File: src/rtl/coin_pkg.sv
// Shared coin codes and acceptor FSM state encoding.
// The vending FSM imports the same coin code constants.
package coin_pkg;

    localparam logic [1:0] COIN_NONE = 2'd0;
    localparam logic [1:0] COIN_ONE  = 2'd1;
    localparam logic [1:0] COIN_TWO  = 2'd2;

    typedef enum logic [2:0] {
        ST_IDLE    = 3'd0,
        ST_EMIT    = 3'd1,
        ST_REJECT  = 3'd2,
        ST_RELEASE = 3'd3,
        ST_HOLD    = 3'd4
    } coin_state_t;

    // Increment an 8-bit statistic, holding at 255 instead of wrapping.
    function automatic logic [7:0] sat_inc8(input logic [7:0] v);
        return (v == 8'hFF) ? v : v + 8'd1;
    endfunction

endpackage

File: src/rtl/coin_debounce.sv
// Conditioning for one raw coin sensor: 2-flop synchroniser followed
// by a debounce counter. The debounced level changes only after the
// synchronised value has differed from it for DEBOUNCE consecutive cycles.
module coin_debounce #(
    parameter int unsigned DEBOUNCE = 4
) (
    input  logic clk,
    input  logic rst,
    input  logic raw,
    output logic level
);

    localparam logic [7:0] LP_LAST = 8'(DEBOUNCE - 1);

    logic       r_sync1;
    logic       r_sync2;
    logic [7:0] r_cnt;
    logic       r_level;

    // Synchronise the raw input, then count cycles of disagreement.
    always_ff @(posedge clk or posedge rst) begin
        if (rst) begin
            r_sync1 <= 1'b0;
            r_sync2 <= 1'b0;
            r_cnt   <= '0;
            r_level <= 1'b0;
        end else begin
            r_sync1 <= raw;
            r_sync2 <= r_sync1;
            if (r_sync2 != r_level) begin
                if (r_cnt == LP_LAST) begin
                    r_level <= ~r_level;
                    r_cnt   <= '0;
                end else begin
                    r_cnt <= r_cnt + 8'd1;
                end
            end else begin
                r_cnt <= '0;
            end
        end
    end

    assign level = r_level;

endmodule

File: src/rtl/coin_acceptor.sv
// Coin acceptor front end: debounces two coin sensors, emits a single
// one-cycle coin code per accepted coin, or a reject pulse for ambiguous
// or locked-out insertions, then enforces a hold-off before re-arming.
// Optional macro COIN_ACCEPTOR_STATS_EN adds saturating 8-bit counters
// cnt_a, cnt_b and cnt_rej.
module coin_acceptor
    import coin_pkg::*;
#(
    parameter int unsigned DEBOUNCE = 4,
    parameter int unsigned HOLDOFF  = 8
) (
    input  logic       clk,
    input  logic       rst,
    input  logic       sense_a,
    input  logic       sense_b,
    input  logic       lock,
    output logic [1:0] coin,
    output logic       reject,
    output logic       busy
`ifdef COIN_ACCEPTOR_STATS_EN
   ,output logic [7:0] cnt_a,
    output logic [7:0] cnt_b,
    output logic [7:0] cnt_rej
`endif
);

    localparam logic [7:0] LP_HOLD = 8'(HOLDOFF);

    logic        w_lvl_a;
    logic        w_lvl_b;
    coin_state_t r_state;
    coin_state_t w_next;
    logic [7:0]  r_hold;
    logic [7:0]  w_hold_next;
    logic [1:0]  w_code;
    logic [1:0]  r_coin;
    logic        r_reject;
    logic        r_busy;

    coin_debounce #(.DEBOUNCE(DEBOUNCE)) u_deb_a (
        .clk   (clk),
        .rst   (rst),
        .raw   (sense_a),
        .level (w_lvl_a)
    );

    coin_debounce #(.DEBOUNCE(DEBOUNCE)) u_deb_b (
        .clk   (clk),
        .rst   (rst),
        .raw   (sense_b),
        .level (w_lvl_b)
    );

    // State and hold-off counter registers; reset parks in RELEASE so a
    // sensor held through reset is never taken as a coin.
    always_ff @(posedge clk or posedge rst) begin
        if (rst) begin
            r_state <= ST_RELEASE;
            r_hold  <= '0;
        end else begin
            r_state <= w_next;
            r_hold  <= w_hold_next;
        end
    end

    // Next-state, hold-off and coin-code selection.
    always_comb begin
        w_next      = r_state;
        w_hold_next = r_hold;
        w_code      = COIN_NONE;
        case (r_state)
            ST_IDLE: begin
                if (w_lvl_a || w_lvl_b) begin
                    if (lock || (w_lvl_a && w_lvl_b)) begin
                        w_next = ST_REJECT;
                    end else if (w_lvl_a) begin
                        w_code = COIN_ONE;
                        w_next = ST_EMIT;
                    end else begin
                        w_code = COIN_TWO;
                        w_next = ST_EMIT;
                    end
                end
            end
            ST_EMIT:   w_next = ST_RELEASE;
            ST_REJECT: w_next = ST_RELEASE;
            ST_RELEASE: begin
                if (!w_lvl_a && !w_lvl_b) begin
                    w_hold_next = LP_HOLD;
                    w_next      = (LP_HOLD == 8'd0) ? ST_IDLE : ST_HOLD;
                end
            end
            ST_HOLD: begin
                if (w_lvl_a || w_lvl_b) begin
                    w_next = ST_RELEASE;
                end else if (r_hold <= 8'd1) begin
                    w_hold_next = '0;
                    w_next      = ST_IDLE;
                end else begin
                    w_hold_next = r_hold - 8'd1;
                end
            end
            default: w_next = ST_RELEASE;
        endcase
    end

    // Registered outputs decoded from the next state so the coin/reject
    // pulse coincides with the EMIT/REJECT cycle.
    always_ff @(posedge clk or posedge rst) begin
        if (rst) begin
            r_coin   <= COIN_NONE;
            r_reject <= 1'b0;
            r_busy   <= 1'b1;
        end else begin
            r_coin   <= (w_next == ST_EMIT) ? w_code : COIN_NONE;
            r_reject <= (w_next == ST_REJECT);
            r_busy   <= (w_next != ST_IDLE);
        end
    end

    assign coin   = r_coin;
    assign reject = r_reject;
    assign busy   = r_busy;

`ifdef COIN_ACCEPTOR_STATS_EN
    logic [7:0] r_cnt_a;
    logic [7:0] r_cnt_b;
    logic [7:0] r_cnt_rej;

    // Saturating accept/reject statistics, stepped in EMIT/REJECT cycles.
    always_ff @(posedge clk or posedge rst) begin
        if (rst) begin
            r_cnt_a   <= '0;
            r_cnt_b   <= '0;
            r_cnt_rej <= '0;
        end else begin
            if (r_state == ST_EMIT && r_coin == COIN_ONE) r_cnt_a <= sat_inc8(r_cnt_a);
            if (r_state == ST_EMIT && r_coin == COIN_TWO) r_cnt_b <= sat_inc8(r_cnt_b);
            if (r_state == ST_REJECT) r_cnt_rej <= sat_inc8(r_cnt_rej);
        end
    end

    assign cnt_a   = r_cnt_a;
    assign cnt_b   = r_cnt_b;
    assign cnt_rej = r_cnt_rej;
`endif

endmodule

File: config.mk
export PLATFORM = sky130hd
export DESIGN_NAME = coin_acceptor
export DESIGN_NICKNAME = d
export VERILOG_FILES = /design/src/rtl/coin_pkg.sv /design/src/rtl/coin_debounce.sv /design/src/rtl/coin_acceptor.sv
export SDC_FILE = /design/constraint.sdc
export NUM_CORES = 1
export LEC_CHECK = 0
export CORE_UTILIZATION = 30
export DETAILED_ROUTE_END_ITERATION = 6
export GPL_ROUTABILITY_DRIVEN = 0
export SLEW_MARGIN = 20
export SYNTH_ARGS = -nofsm -noshare
export SYNTH_HDL_FRONTEND = slang
export SYNTH_SLANG_ARGS = --single-unit
File: constraint.sdc
create_clock -name clk -period 2.85 [get_ports clk]
set_clock_uncertainty 0.1 [all_clocks]
set_input_delay 0.285 -clock clk [delete_from_list [all_inputs] [get_ports clk]]
set_output_delay 0.285 -clock clk [all_outputs]
set_load 0.02 [all_outputs]
==> flow_metrics.py <==
metrics = {
    "yosys": {
        "ys_types": 38,
        "synth_flop_cell": "dfrtp_1",
        "ys_seq_elements": 37,
        "synth.area.top_cells": "dfrtp_1, xor2_1, nor2_1",
        "ys_seq_area_frac": 0.538,
        "synth_top_cell_area_share": 0.492,
        "postSynthCellCount": 168,
        "avgSynthCellArea_um2": 10.3,
        "synth_edf_count": 0,
        "yosysTopAreaCell": "dfrtp_1",
        "synth_area_um2": 1730,
        "postSynthNetCount": 177,
        "yosysWarnings": 0,
        "synthArstFlopShare": 1.00,
    },
    "grt": {
        "grt_first_pass_wirelength_um": 5240,
        "antenna_found_initial": 0,
        "grt.overflow.total": 0,
        "grt_use_total": 0.112,
        "grt_pass1_vias": 1167,
        "grt_max_degree": 38,
    },
    "pwr": {
        "power.density_nw_per_um2": 741,
        "power.share.clock": 0.250,
        "p_leak_uw": 0.000894,
        "internal_power_uw": 955,
        "power_frac_seq": 0.490,
        "netSwitchingPower_uw": 514,
        "combPwrFrac": 0.261,
        "swShare": 0.350,
        "irDropWorstVdd_mv": 0.435,
    },
    "drt": {
        "firstDrtPassIters": 4,
        "viasPerCell": 4.74,
        "routedWlPerCell_um": 11.7,
        "drt_iter0_markers": 57,
        "drtAntennaViolNets": 0,
        "drc": 0,
        "vias": 1200,
        "wl_um": 2960,
    },
    "floorplanning": {
        "core_region_area_um2": 5540,
        "start_util": 0.312,
        "die_area_um2": 6070,
        "num_io_pins": 9,
        "die_y_um": 77.9,
        "num_rows": 27,
        "dieWidth_um": 77.9,
    },
    "setup_path": {
        "r2r-start": "u_deb_a.r_cnt[0]$_DFF_PP0_",
        "cp-end-kind": "flip-flop",
        "path_max_fanout": 5,
        "reg2reg_slack_ps": 800,
        "arrival_ps": 2130,
        "worstReg2RegEnd": "u_deb_a.level$_DFFE_PP0P_",
        "cp-start-kind": "flip-flop",
        "reg2reg_depth": 4,
        "critPathKind": "reg2reg",
        "cp_data_required_time_ps": 2930,
    },
    "clocking": {
        "cts_root_buf": "clkbuf_8",
        "path_clk_slew_ps": 80,
        "cts_tree": "done",
        "clockBufferDepth": 2,
        "worstSkewPairLatency_ps": 290,
        "clock-sinks": 37,
        "hold_buffers": 0,
        "cts_setup_buffers": 0,
        "cts_resized": 0,
        "cts_buffers": 5,
        "h-tree-depth": 2,
    },
    "cells_and_area": {
        "final_cells": 253,
        "nFillCells": 583,
        "n_antenna_cell": 0,
        "layout_commonest_cell": "dfrtp_1",
        "drive_gt1_frac": 0.110,
        "nets": 189,
        "multiInputGateArea_um2": 764,
        "layout_common_cells": "dfrtp_1, nor2_1, nand2_1, xor2_1, nand3_1",
        "seq_area_um2": 930,
        "final_area_um2": 1980,
        "areaGrowthSynthToFinish_pct": 14.6,
    },
    "timing": {
        "period_needed_ps": 2050,
        "hold_viol_final": 0,
        "fin_setup_tns_ps": 0,
        "fmax_mhz": 487,
        "worstMarginPinSlew_ps": 632,
        "slew_viol_final": 0,
        "slew-limit-headroom": 0.576,
        "grt_setup_unrepaired": "no",
        "fin_crit_sh": 0.721,
        "setup_viol": 0,
    },
    "placed_design": {
        "portBuffers": 8,
        "place_area_um2": 1890,
        "dp_cells": 245,
        "hpwl_um": 2020,
    },
    "worst_hold_path": {
        "holdPathEnd": "u_deb_a.r_sync2$_DFF_PP0_",
        "hold_class": "reg2reg",
        "holdCritStartpoint": "u_deb_a.r_sync1$_DFF_PP0_",
        "holdPathStages": 0,
    },
    "outcome": {
        "outcome": "completed",
    },
    "job": {
        "drv_cap": 0,
    },
}
-- synth_stat cells, types with 4 or more instances --
master / n
dfrtp_1: 34
and3_1: 4
nand3_1: 12
inv_1: 5
or3_1: 4
o21ai_0: 6
a21oi_1: 5
ha_1: 4
nand2_1: 15
xor2_1: 12
nor2_1: 22
-- registers in the layout, indices dropped and copies added (netlist names) --
register         cells
coin                 2
u_deb_b.r_sync2      1
r_state              3
u_deb_a.r_sync2      1
busy                 1
u_deb_b.r_cnt        8
u_deb_b.r_sync1      1
u_deb_a.r_cnt        8
u_deb_b.level        1
reject               1
r_hold               8
u_deb_a.level        1
u_deb_a.r_sync1      1
-- layout make-up --
type                    count  area share
clock buffers               5      0.0347
clock inverters             3      0.0114
inverters                   5     0.00947
multi-input cells         122       0.386
flip-flops and latches     37       0.469
well taps                  72      0.0455
repair buffers              9      0.0442
-- worst max-delay path by stage --
stage	from	endpoint	slack [ps]	cells past startpoint
final	u_deb_a.r_cnt[0]$_DFF_PP0_	u_deb_a.level$_DFFE_PP0P_	800	4
after CTS	u_deb_a.r_cnt[0]$_DFF_PP0_	u_deb_a.r_cnt[3]$_DFF_PP0_	800	5
after global placement	u_deb_a.r_cnt[0]$_DFF_PP0_	u_deb_a.level$_DFFE_PP0P_	850	4
after global routing	u_deb_a.r_cnt[0]$_DFF_PP0_	u_deb_a.r_cnt[3]$_DFF_PP0_	690	5
after detailed placement	u_deb_a.r_cnt[0]$_DFF_PP0_	u_deb_a.r_cnt[4]$_DFF_PP0_	810	5
after floorplan	u_deb_a.r_cnt[0]$_DFF_PP0_	u_deb_a.level$_DFFE_PP0P_	880	4
-- stage by stage --
step / power, uW / hold slack, ps / setup WS [ps] / utilization
finish: 1470 / 252 / 796 / 0.358
global route: 1580 / 260 / 692 / 0.358
CTS: 1490 / 253 / 800 / 0.358
detailed placement: 1110 / 235 / 812 / 0.341
global placement: 1100 / 231 / 852 / 0.341
floorplan: 1010 / 216 / 880 / -
-- worst max-delay path: stages (launching register included) --
cell,delay (ps)
dfrtp_1,410
ha_1,240
or4b_1,450
or4_4,450
mux2_4,300
-- logic make-up after synthesis --
family / count (synthesis) / synth area share
simple gates: 78 / 0.234
xor+xnor: 14 / 0.0709
flops: 37 / 0.538
buf+inv: 9 / 0.0203
compound gates: 21 / 0.0753
mux: 5 / 0.0326
fa+ha+maj: 4 / 0.0289
-- metal layers --
metal	vias to the layer above	routed length, um	global-route usage
li1	610	-	-
met1	573	1510	0.147
met2	13	1320	0.165
met3	4	95	0.0412
met4	0	31	0.0444
met5	-	0	0
-- power groups by stage --
stage	clock [uW]	combinational, uW	sequential [uW]
floorplan	0	333	679
global placement	0	377	726
detailed placement	0	387	728
CTS	385	388	719
global route	408	436	738
finish	367	383	719
No activity file was read; power rests on OpenSTA's default activity.
